File: src/rtl/psum_rd_pkg.sv
// Shared types and sizing helpers for the psum output reader.
package psum_rd_pkg;

  typedef enum logic {
    IDLE = 1'b0,
    SEND = 1'b1
  } rd_state_e;

  localparam int FRAME_CNT_W = 16;

  // Column index width; never collapses to zero bits for a single-column core.
  function automatic int col_idx_w(input int col);
    return (col > 1) ? $clog2(col) : 1;
  endfunction

endpackage

File: src/rtl/row_buffer_2.sv
// Two-entry row FIFO holding captured psum rows until they are serialized.
// head is the oldest row; second is the row behind it (valid when count==2).
module row_buffer_2 #(
  parameter int row_w = 152,
  parameter int cnt_w = 2
) (
  input  logic             clk,
  input  logic             reset,
  input  logic             push,
  input  logic [row_w-1:0] push_row,
  input  logic             pop,
  output logic [cnt_w-1:0] count,
  output logic [row_w-1:0] head,
  output logic [row_w-1:0] second
);

  logic [row_w-1:0] mem [2];
  logic             wr_ptr;
  logic             rd_ptr;
  logic             push_ok;
  logic             pop_ok;

  assign push_ok = push && (count != cnt_w'(2));
  assign pop_ok  = pop && (count != '0);
  assign head    = mem[rd_ptr];
  assign second  = mem[~rd_ptr];

  // Row storage; contents are don't-care until count says otherwise.
  always_ff @(posedge clk) begin
    if (push_ok) begin
      mem[wr_ptr] <= push_row;
    end
  end

  // Pointers and occupancy; a simultaneous push and pop leaves count unchanged.
  always_ff @(posedge clk) begin
    if (!reset) begin
      wr_ptr <= 1'b0;
      rd_ptr <= 1'b0;
      count  <= '0;
    end else begin
      if (push_ok) wr_ptr <= ~wr_ptr;
      if (pop_ok)  rd_ptr <= ~rd_ptr;
      case ({push_ok, pop_ok})
        2'b10:   count <= count + 1'b1;
        2'b01:   count <= count - 1'b1;
        default: count <= count;
      endcase
    end
  end

endmodule

File: src/rtl/psum_out_reader.sv
// Captures wide psum rows from a core and streams them out one column per cycle.
//
// state | meaning
// ------+-------------------------------------------------------------
// IDLE  | no row being sent; leave as soon as the buffer holds a row
// SEND  | presenting column ser_col of the head row on the stream
module psum_out_reader
  import psum_rd_pkg::*;
#(
  parameter int col     = 8,
  parameter int bw_psum = 19,
  parameter int depth   = 2
) (
  input  logic                      clk,
  input  logic                      reset,
  input  logic [col*bw_psum-1:0]    out_core,
  input  logic                      cap_valid,
  output logic                      cap_ready,
  output logic [bw_psum-1:0]        ser_data,
  output logic [col_idx_w(col)-1:0] ser_col,
  output logic                      ser_last,
  output logic                      ser_valid,
  input  logic                      ser_ready,
  output logic [FRAME_CNT_W-1:0]    frame_cnt,
  output logic                      overflow
);

  localparam int CW    = col_idx_w(col);
  localparam int RW    = col * bw_psum;
  localparam int CNT_W = $clog2(depth + 1);
  localparam logic [CW-1:0] LAST_COL = CW'(col - 1);

  rd_state_e         state;
  rd_state_e         state_nx;
  logic [CW-1:0]     col_nx;
  logic [RW-1:0]     row_nx;
  logic              valid_nx;
  logic [bw_psum-1:0] data_nx;
  logic              push;
  logic              pop;
  logic [CNT_W-1:0]  buf_count;
  logic [RW-1:0]     buf_head;
  logic [RW-1:0]     buf_second;

  // A slot freed by this cycle's pop is not reusable until next cycle.
  assign cap_ready = (buf_count < CNT_W'(depth));
  assign push      = cap_valid & cap_ready;

  row_buffer_2 #(
    .row_w (RW),
    .cnt_w (CNT_W)
  ) u_row_buffer (
    .clk      (clk),
    .reset    (reset),
    .push     (push),
    .push_row (out_core),
    .pop      (pop),
    .count    (buf_count),
    .head     (buf_head),
    .second   (buf_second)
  );

  // Next state, next column and the row that will be at the head next cycle.
  // On a last-column pop the following row is either the second buffered row
  // or, with only one row held, the row being captured in this same cycle.
  always_comb begin
    state_nx = state;
    col_nx   = ser_col;
    pop      = 1'b0;
    row_nx   = buf_head;
    case (state)
      IDLE: begin
        if (buf_count != '0) begin
          state_nx = SEND;
          col_nx   = '0;
        end
      end
      SEND: begin
        if (ser_ready) begin
          if (ser_col == LAST_COL) begin
            pop    = 1'b1;
            col_nx = '0;
            if (buf_count == CNT_W'(2)) begin
              row_nx = buf_second;
            end else if (push) begin
              row_nx = out_core;
            end else begin
              state_nx = IDLE;
            end
          end else begin
            col_nx = ser_col + 1'b1;
          end
        end
      end
      default: state_nx = IDLE;
    endcase
    valid_nx = (state_nx == SEND);
    data_nx  = valid_nx ? row_nx[col_nx*bw_psum +: bw_psum] : '0;
  end

  // State and registered stream outputs; holding under backpressure falls out
  // of col_nx and row_nx staying put.
  always_ff @(posedge clk) begin
    if (!reset) begin
      state     <= IDLE;
      ser_valid <= 1'b0;
      ser_data  <= '0;
      ser_col   <= '0;
      ser_last  <= 1'b0;
    end else begin
      state     <= state_nx;
      ser_valid <= valid_nx;
      ser_data  <= data_nx;
      ser_col   <= col_nx;
      ser_last  <= valid_nx && (col_nx == LAST_COL);
    end
  end

  // Delivered-row counter (wraps) and sticky drop flag.
  always_ff @(posedge clk) begin
    if (!reset) begin
      frame_cnt <= '0;
      overflow  <= 1'b0;
    end else begin
      if (pop) frame_cnt <= frame_cnt + 1'b1;
      if (cap_valid && !cap_ready) overflow <= 1'b1;
    end
  end

endmodule

File: config.mk
export PLATFORM = sky130hd
export DESIGN_NAME = psum_out_reader
export DESIGN_NICKNAME = d
export VERILOG_FILES = /design/src/rtl/psum_rd_pkg.sv /design/src/rtl/row_buffer_2.sv /design/src/rtl/psum_out_reader.sv
export SDC_FILE = /design/constraint.sdc
export NUM_CORES = 1
export LEC_CHECK = 0
export CAP_MARGIN = 20
export CORE_MARGIN = 4
export CORE_UTILIZATION = 51
export DETAILED_ROUTE_END_ITERATION = 16
export MAX_ROUTING_LAYER = met4
export PLACE_DENSITY = 0.77
export SETUP_SLACK_MARGIN = 0.05
export SLEW_MARGIN = 0
export SYNTH_ARGS = -nofsm -noshare
export SYNTH_HDL_FRONTEND = slang
export SYNTH_SLANG_ARGS = --single-unit
export TNS_END_PERCENT = 5
File: constraint.sdc
create_clock -name clk -period 7.8 [get_ports clk]
set_input_delay 0.78 -clock clk [delete_from_list [all_inputs] [get_ports clk]]
set_output_delay 0.78 -clock clk [all_outputs]
set_load 0.02 [all_outputs]
======== Word level (Yosys, flattened, before mapping) ========
Memory sizes are Yosys's and may differ from the RTL's. A register that Yosys moved wholly into a read port is not among the register bits.
Cells that the tools add are included.
storage, ports and cells
  flip-flop bits (word level) ............. 45
  bits in writable memories ............... 304
  bits of input ports ..................... 156
  output and inout port bits .............. 42
  memories ................................ 1
cells by class
  add/sub/neg operators ................... 4
  multipliers ............................. 1
  magnitude comparators ................... 1
  eq/ne operators ......................... 6
  shifts and indexed selects .............. 1
  muxes and demuxes ....................... 23
  bitwise logic cells ..................... 4
  reduce and logical (&&, ||, !) cells .... 8
memory list
  memory            words  bits a word  rd ports  clocked after Yosys merged registers in  write ports  RTL line            RTL
  u_row_buffer.mem  2      152          2         1                                        1            row_buffer_2.sv:17  logic [row_w-1:0] mem [2];
operators by type and width
  operator                                             number
  2-to-1 mux 152 bit                                   5
  variable part select 152 x 9 -> 19 bit               1
  adder 16 x 1 -> 16 bit, second input constant        1
  2-to-1 mux 1 bit                                     12
  2-to-1 mux 3 bit                                     3
  multiplier 3 x 5 -> 8 bit, second input constant     1
  equality test 3 bit, second input constant           2
  one-hot mux 3 bit (2 select lines)                   1
  equality test 2 bit, second input constant           2
  logical AND 1 bit                                    4
  one-hot mux 2 bit (2 select lines)                   1
  nonzero test 2 bit                                   2
  adder 3 x 1 -> 3 bit, second input constant          1
  NOT 1 bit                                            3
  adder 2 x 1 -> 2 bit, second input constant          1
  equality test 2 x 1 -> 1 bit, second input constant  1
  less-than comparator 2 bit, second input constant    1
  inequality test 2 bit, second input constant         1
  one-hot mux 1 bit (2 select lines)                   1
  AND reduction 2 bit                                  1
  subtractor 2 x 1 -> 2 bit, second input constant     1
  AND 1 bit                                            1
  logical NOT 1 bit                                    1

======== Longest topological paths before layout ========
Gate-level depths: netlist of run 1.
  depth in word-level cells ............... 8
  mapped depth ............................ 13

======== Hierarchy ========
Synthesis of run 1 repeated with hierarchy kept, for this count alone.
second synthesis, totals
  cells, all modules ...................... 1,266
  area total of the unflattened synthesis .. 17,265.3 µm²
modules (own cells, without submodules)
  module           instances  cells each  area an instance (µm²)  seq. area each (µm²)
  row_buffer_2     1          666         13,135.1                9,228.9
  psum_out_reader  1          600         4,130.2                 820.8

======== Worst setup path before layout of run 1 ========
No wires, ideal clock.
  kind .................................... input to register
  from .................................... input cap_valid
  to ...................................... memory u_row_buffer.mem[0][0], enable pin
  arrival ................................. 7.539 ns
  required time ........................... 7.133 ns
  slack ................................... -0.405 ns
  cell stages on the path ................. 4
  path buffers ............................ 1
  cells stage by stage .................... nor2b_1 -> clkbuf_1 -> inv_2 -> nor2_1
between the ends
  word-level cells in the longest chain between the ends .. 4
RTL lines
  element                                 RTL line               RTL
  start: declaration                      psum_out_reader.sv:17  input logic cap_valid,
  AND 1 bit                               psum_out_reader.sv:47  assign push = cap_valid & cap_ready;
  logical AND 1 bit                       row_buffer_2.sv:23     assign push_ok = push && (count != cnt_w'(2));
  2-to-1 mux 1 bit                        row_buffer_2.sv:30     if (push_ok) begin
  2-to-1 mux 1 bit (not written as such)  row_buffer_2.sv:31     mem[wr_ptr] <= push_row;
  end: declaration                        row_buffer_2.sv:17
Every way passes these cells.

======== Worst setup path after layout of run 1 ========
  from .................................... input ser_ready
  to ...................................... register ser_data[10]
between the ends
  word-level cells in the longest chain between the ends .. 4
RTL lines
  element                                 RTL line                RTL
  start: declaration                      psum_out_reader.sv:23   input logic ser_ready,
  2-to-1 mux 3 bit                        psum_out_reader.sv:79   if (ser_ready) begin
  one-hot mux 3 bit (2 select lines)      psum_out_reader.sv:71   case (state)
  multiplier 3 x 5 -> 8 bit               psum_out_reader.sv:98   data_nx = valid_nx ? row_nx[col_nx*bw_psum +: bw_psum] : '0;
  variable part select 152 x 9 -> 19 bit  psum_out_reader.sv:98
  end signal: assignment                  psum_out_reader.sv:113  ser_data <= data_nx;
  end: declaration                        psum_out_reader.sv:19   output logic [bw_psum-1:0] ser_data,
Parallel ways exist; a longest one is shown, timed or not.
A chain may end at the register's enable or synchronous reset.

==> results.cfg, run 1 <==
[route]
vias_per_cell = 6.49
antenna_left = 0
dr.pass1.iters = 6
drc = 0
num_vias = 10626
wl_per_cell_um = 26.5
dr.first_iter.drc_count = 1220
totalWireLength_um = 43500

[timing]
fin_crit_ns = 3.79
finalSetupViolCount = 0
rsz0062_at_grt = no
finalMaxSlewViolations = 0
timing.hold.ws_ns = 0.514
max_slew_margin_pct = 24.0
skew_ns = 0.0176
worst_pin_slew_ns = 1.14
tns_ns = 0
min_period_over_period_pct = 48.6
fmaxAchievable_mhz = 264
finalHoldViolCount = 0

[final_layout]
synthToLayoutAreaGrowth_pct = 20.9
drive_above_1_share_pct = 18.4
num-nets-final = 1362
fin_cells = 1638

[yosys]
synth_area_mm2 = 0.0165
syn_nets = 1185
synth_cells = 1025
synth_top_area_cell = edfxtp_1
synth-edff-count = 304
seq_area_frac_synth_pct = 60.9
synth_cell_types = 62
yosysWarningCount = 0
synthArstFlopShare_pct = 0
synth.area.top_cells = edfxtp_1 (55%), mux4_2 (7.9%), dfxtp_1 (5.6%)
avgSynthCellArea_um2 = 16.1
ys.flop_type = edfxtp_1
synth_top_area_share_pct = 55.3
ys_ff_latch = 350

[clock_network]
post_cts_buffers = 0
cts_resized = 0
holdBufCountCts = 0
cts_tree = done
path_clk_slew_ns = 0.06
root_buffer = clkbuf_16
cts_max_level = 2
cts_buffers = 38
insertion_delay_ns = 0.53
max-clock-path-buffers = 3
clock_sinks = 350

[critical_path]
path_buf_inv = 2
endpoint_kind = flop
max_stage_delay_ns = 0.99
cp.arrival_ns = 4.19
path_delay_family = simple AND/OR/NAND/NOR gates
worst_setup_path_start_kind = input port
worst-setup-path-type = input port to flop
required_ns = 8.20
slowest_stage = and3_1
cp_max_fo = 34
crit_path_cell_trace = clkdlybuf4s50_1, and3b_1, a211oi_4, buf_4, and3_1, a22oi_1, and4b_1, a2111oi_1

[global_route]
grt_pass1_wl_um = 65700
grt_max_degree = 74
grt_antenna_before_repair = 5
grt_pass1_vias = 10933
gr-total-overflow = 0
grt_usage_pct = 24.9

[floorplanning]
row_count = 65
die_h_um = 188
dieArea_mm2 = 0.0353
core_area_mm2 = 0.0317
fp.dieW_um = 188
initial_core_util_pct = 52.0
io_pins = 198

[place]
dp_hpwl_um = 28300
placedCellCount = 1563
io_buffers = 197
gp_congestion = 0.863

[power_and_ir_drop]
power_mw = 4.64
peakVddDrop_uv = 200
p_leak_nw = 6.40
power_density_mw_per_mm2 = 233

[outcome]
status = completed

[min_path]
min_path_type = flop to flop

[flow_run]
max-cap-violations = 0
[cells in the mapped netlist (3+ instances only)]
cell and number:
and2_1 17, mux4_4 5, buf_6 7, o21ai_0 58, a2111oi_2 9, mux4_2 58, nand4_1 4, nand2_1 37
nor2_1 22, nor3_2 3, a21boi_0 5, a21oi_1 37, a2111oi_1 8, and4b_1 17, or3_1 4, buf_12 3
mux4_1 13, buf_4 8, inv_1 3, nand3_1 6, and3_1 8, dfxtp_1 46, ha_1 4, a222oi_1 17
edfxtp_1 304, buf_2 14, buf_1 5, nor2b_1 7, mux2_2 60, xnor2_1 13, a221oi_1 19, o21a_1 3
o221ai_1 19, buf_8 4, a22oi_1 22, mux2_1 32, clkbuf_1 35, clkbuf_8 3, mux2i_1 59
[final timing paths]
check	start	endpoint	slack [ns]	depth (start not counted)
worst max-delay path	ser_ready	ser_data[10]$_SDFF_PN0_	4.01	8
worst min register to register	overflow$_SDFFE_PN0P_	overflow$_SDFFE_PN0P_	0.51	2
worst max register to register	ser_col[0]$_SDFF_PN0_	ser_data[10]$_SDFF_PN0_	4.08	8
worst min-delay path	overflow$_SDFFE_PN0P_	overflow$_SDFFE_PN0P_	0.51	2
[where the power goes]
group / total [mW] / switching (mW) / internal, mW
clock network: 1.81 / 0.714 / 1.10
registers: 2.24 / 0.0623 / 2.18
logic: 0.599 / 0.313 / 0.286
[per-stage QoR]
stage / utilization [%] / cell area, µm² / setup slack (ns)
after floorplan: - / 16500 / 2.18
final: 62.9 / 20000 / 4.01
after global routing: 62.9 / 20000 / 3.87
after detailed placement: 58.8 / 18700 / 3.51
after CTS: 62.8 / 19900 / 3.95
after global placement: 58.8 / 18600 / 3.60
[flip-flops by register name (all words and copies together), names as in the netlist, named ones only]
name                 flops
state                    1
frame_cnt               16
u_row_buffer.count       2
u_row_buffer.wr_ptr      1
ser_last                 1
overflow                 1
u_row_buffer.mem       304
u_row_buffer.rd_ptr      1
ser_col                  3
ser_data                19
[cells in the final DEF (no fill, tap or decap), types with 4 or more instances in the layout]
master	synthesis	final
a21oi_1	37	36
a2111oi_2	9	9
a21boi_0	5	5
a22oi_1	22	22
or3_1	4	4
and3_1	8	8
mux4_1	13	13
bufinv_16	0	4
a222oi_1	17	17
mux2_2	60	60
clkdlybuf4s50_1	0	197
mux4_2	58	58
a221oi_1	19	19
and2_1	17	16
edfxtp_1	304	304
mux4_4	5	5
nand4_1	4	4
dfxtp_1	46	44
diode_2	0	5
clkinv_1	0	8
buf_4	8	18
nor2b_1	7	6
clkbuf_16	0	41
clkbuf_1	35	6
nor2_1	22	21
a2111oi_1	8	8
xnor2_1	13	13
and4b_1	17	17
ha_1	4	4
o21ai_0	58	58
clkinv_2	0	7
nand3_1	6	5
o221ai_1	19	19
mux2_1	32	32
nand2_1	37	37
mux2i_1	59	59
[worst min-delay path, cell delays in order (launching register included)]
cell and delay, ns:
dfxtp_1 0.34, a21oi_1 0.05, nor2b_1 0.09
[cell families after synthesis]
group | count (synthesis) | synth area share [%]
fa+ha+maj | 4 | 0.303
mux | 227 | 20.6
flops | 350 | 60.9
buf+inv | 85 | 3.34
compound gates | 209 | 9.25
xor+xnor | 15 | 0.796
simple gates | 135 | 4.81
[cell type report]
| cell class | count | area (µm²) |
|---|---|---|
| Clock inverter | 21 | 200 |
| Clock buffer | 48 | 1060 |
| Tap cell | 402 | 503 |
| Fill cell | 2305 | 11800 |
| Inverter | 4 | 15.0 |
| Timing Repair Buffer | 218 | 2170 |
| Antenna cell | 5 | 12.5 |
| Multi-Input combinational cell | 590 | 5940 |
| Sequential cell | 350 | 10100 |
[routing by layer]
metal  track usage (%)  routed length (µm)
met5                 -                   0
met4              10.9                2020
met3              3.82                3240
met2              38.8               21100
met1              32.9               17100
No activity file was read; power rests on OpenSTA's default activity.
==> run 2, diff against run 1 <==
- CORE_UTILIZATION: 51 -> 56
- PLACE_DENSITY: 0.77 -> 0.8
- clock period: 7.8 -> 3.75 ns (I/O delays scaled with it)
==> run 2 against run 1 <==
  * Worst hold slack lost 0.072 ns
  * Total power rose by 100%
  * Sequential share of layout area decreased by 0.069 points
  * Clock power increased by 99%
  * Largest cell class unchanged
  * Register-to-register slack worse by 3.3 ns
  * Sequential power rose by 110%
  * Setup slack got worse by 3.2 ns
  * First-iteration DRC count rose by 17%
  * Design area increased by 0.14%
  * Count of clock-buffer cells in the layout decreased by 1
  * Critical endpoint is now ser_data[5]$_SDFF_PN0_
  * Die area decreased by 8.6%
==> results.cfg, run 2 (same netlist as run 1, synthesis figures left out) <==
[timing]
finalMaxSlewViolations = 0
tns_ns = 0
skew_ns = 0.00976
max_slew_margin_pct = 36.8
finalHoldViolCount = 0
min_period_over_period_pct = 78.7
rsz0062_at_grt = no
finalSetupViolCount = 0
worst_pin_slew_ns = 0.939
fmaxAchievable_mhz = 339
setup_ws_ns = 0.797
fin_crit_ns = 2.95

[global_route]
grt_pass1_vias = 10817
gr-total-overflow = 0
grt_max_degree = 92
grt_antenna_before_repair = 4
grt_pass1_wl_um = 64900
grt_usage_pct = 26.5

[clock_network]
path_clk_slew_ns = 0.06
cts_max_level = 2
max-clock-path-buffers = 3
clock_sinks = 350
post_cts_buffers = 0
insertion_delay_ns = 0.51
cts_tree = done
cts_buffers = 36
cts_resized = 0
root_buffer = clkbuf_16
holdBufCountCts = 0

[critical_path]
timing.critical_path.mode_cell = ha_1
slowest_stage = and2_1
required_ns = 4.14
worst-setup-path-type = flop to flop
cp_max_fo = 17
path_buf_inv = 0
worst_setup_path_start_kind = flop
ff2ff_setup_slack_ns = 0.80
max_stage_delay_ns = 0.75
crit_path_cell_trace = ha_1, ha_1, nand4bb_2, nand3_4, and2_1, a222oi_1, and4b_1, a2111oi_1
endpoint_kind = flop
path_delay_family = simple AND/OR/NAND/NOR gates
cp.arrival_ns = 3.35

[final_layout]
num-nets-final = 1373
synthToLayoutAreaGrowth_pct = 21.1
reg_top3 = u_row_buffer.mem (304), ser_data (19), frame_cnt (16)
n_fill_cell = 1903
most-common-layout-cells = edfxtp_1 (304), clkdlybuf4s50_1 (197), mux2_2 (60), mux2i_1 (59)
drive_above_1_share_pct = 19.1
final_common_cell = edfxtp_1
largest_register_ffs = 304
top_register = u_row_buffer.mem

[route]
top_layer = met4
drc = 0
wl_per_cell_um = 26.3
met2_length_um = 21000
wl_met3_um = 3690
totalWireLength_um = 42800
dr.pass1.iters = 8
dr.first_iter.drc_count = 1428
num_vias = 10626
vias_per_cell = 6.54
m1WireLength_um = 16600
antenna_left = 0

[place]
io_buffers = 197
dp_hpwl_um = 28600
gp_congestion = 0.847
pre_cts_ws_ns = 0.569

[floorplanning]
fp.dieW_um = 180
die_h_um = 180
row_count = 62
core_area_mm2 = 0.0289
initial_core_util_pct = 57.2
io_pins = 198
dieArea_mm2 = 0.0323

[flow_run]
max-cap-violations = 0

[outcome]
status = completed

[power_and_ir_drop]
p_leak_nw = 6.44
power_density_mw_per_mm2 = 476
peakVddDrop_uv = 330

[min_path]
min_path_type = input port to flop
## run 2: stage by stage
stage / power, mW / util (%) / instance area (µm²) / std cells / hold slack [ns]
after floorplan: 5.47 / - / 16500 / 1025 / 0.474
after global placement: 5.94 / 65.1 / 18800 / 1559 / 0.493
after detailed placement: 5.98 / 65.1 / 18800 / 1559 / 0.512
after CTS: 9.56 / 69.2 / 20000 / 1622 / 0.427
after global routing: 9.82 / 69.2 / 20000 / 1626 / 0.433
final: 9.52 / 69.2 / 20000 / 1626 / 0.441
## run 2: final cells by class
class	count	area (µm²)	area share [%]
clock inverter	16	203	1.01
tap	384	480	2.40
clock buffer	47	993	4.97
sequential	350	10100	50.3
antenna	4	10.0	0.0501
timing repair buffer	231	2290	11.5
inverter	4	15.0	0.0751
multi-input combinational	590	5930	29.7
## run 2: power breakdown
part           leakage [nW]  internal (mW)  switching, mW
Sequential             3.22           4.52          0.127
Clock                 0.586           2.21           1.41
Combinational          2.63          0.602          0.654
## run 2: layer usage
layer | vias up | global-route usage (%)
li1 | 4619 | -
met1 | 5344 | 34.7
met4 | 0 | 9.42
met3 | 83 | 4.77
met5 | - | -
met2 | 580 | 42.2
## run 2: final timing paths
path,from,cells past startpoint,endpoint
max reg2reg,ser_col[0]$_SDFF_PN0_,8,ser_data[5]$_SDFF_PN0_
max,ser_col[0]$_SDFF_PN0_,8,ser_data[5]$_SDFF_PN0_
min reg2reg,frame_cnt[5]$_SDFFE_PN0N_,2,frame_cnt[5]$_SDFFE_PN0N_
min,out_core[133],1,u_row_buffer.mem[1][133]$_DFFE_PP_
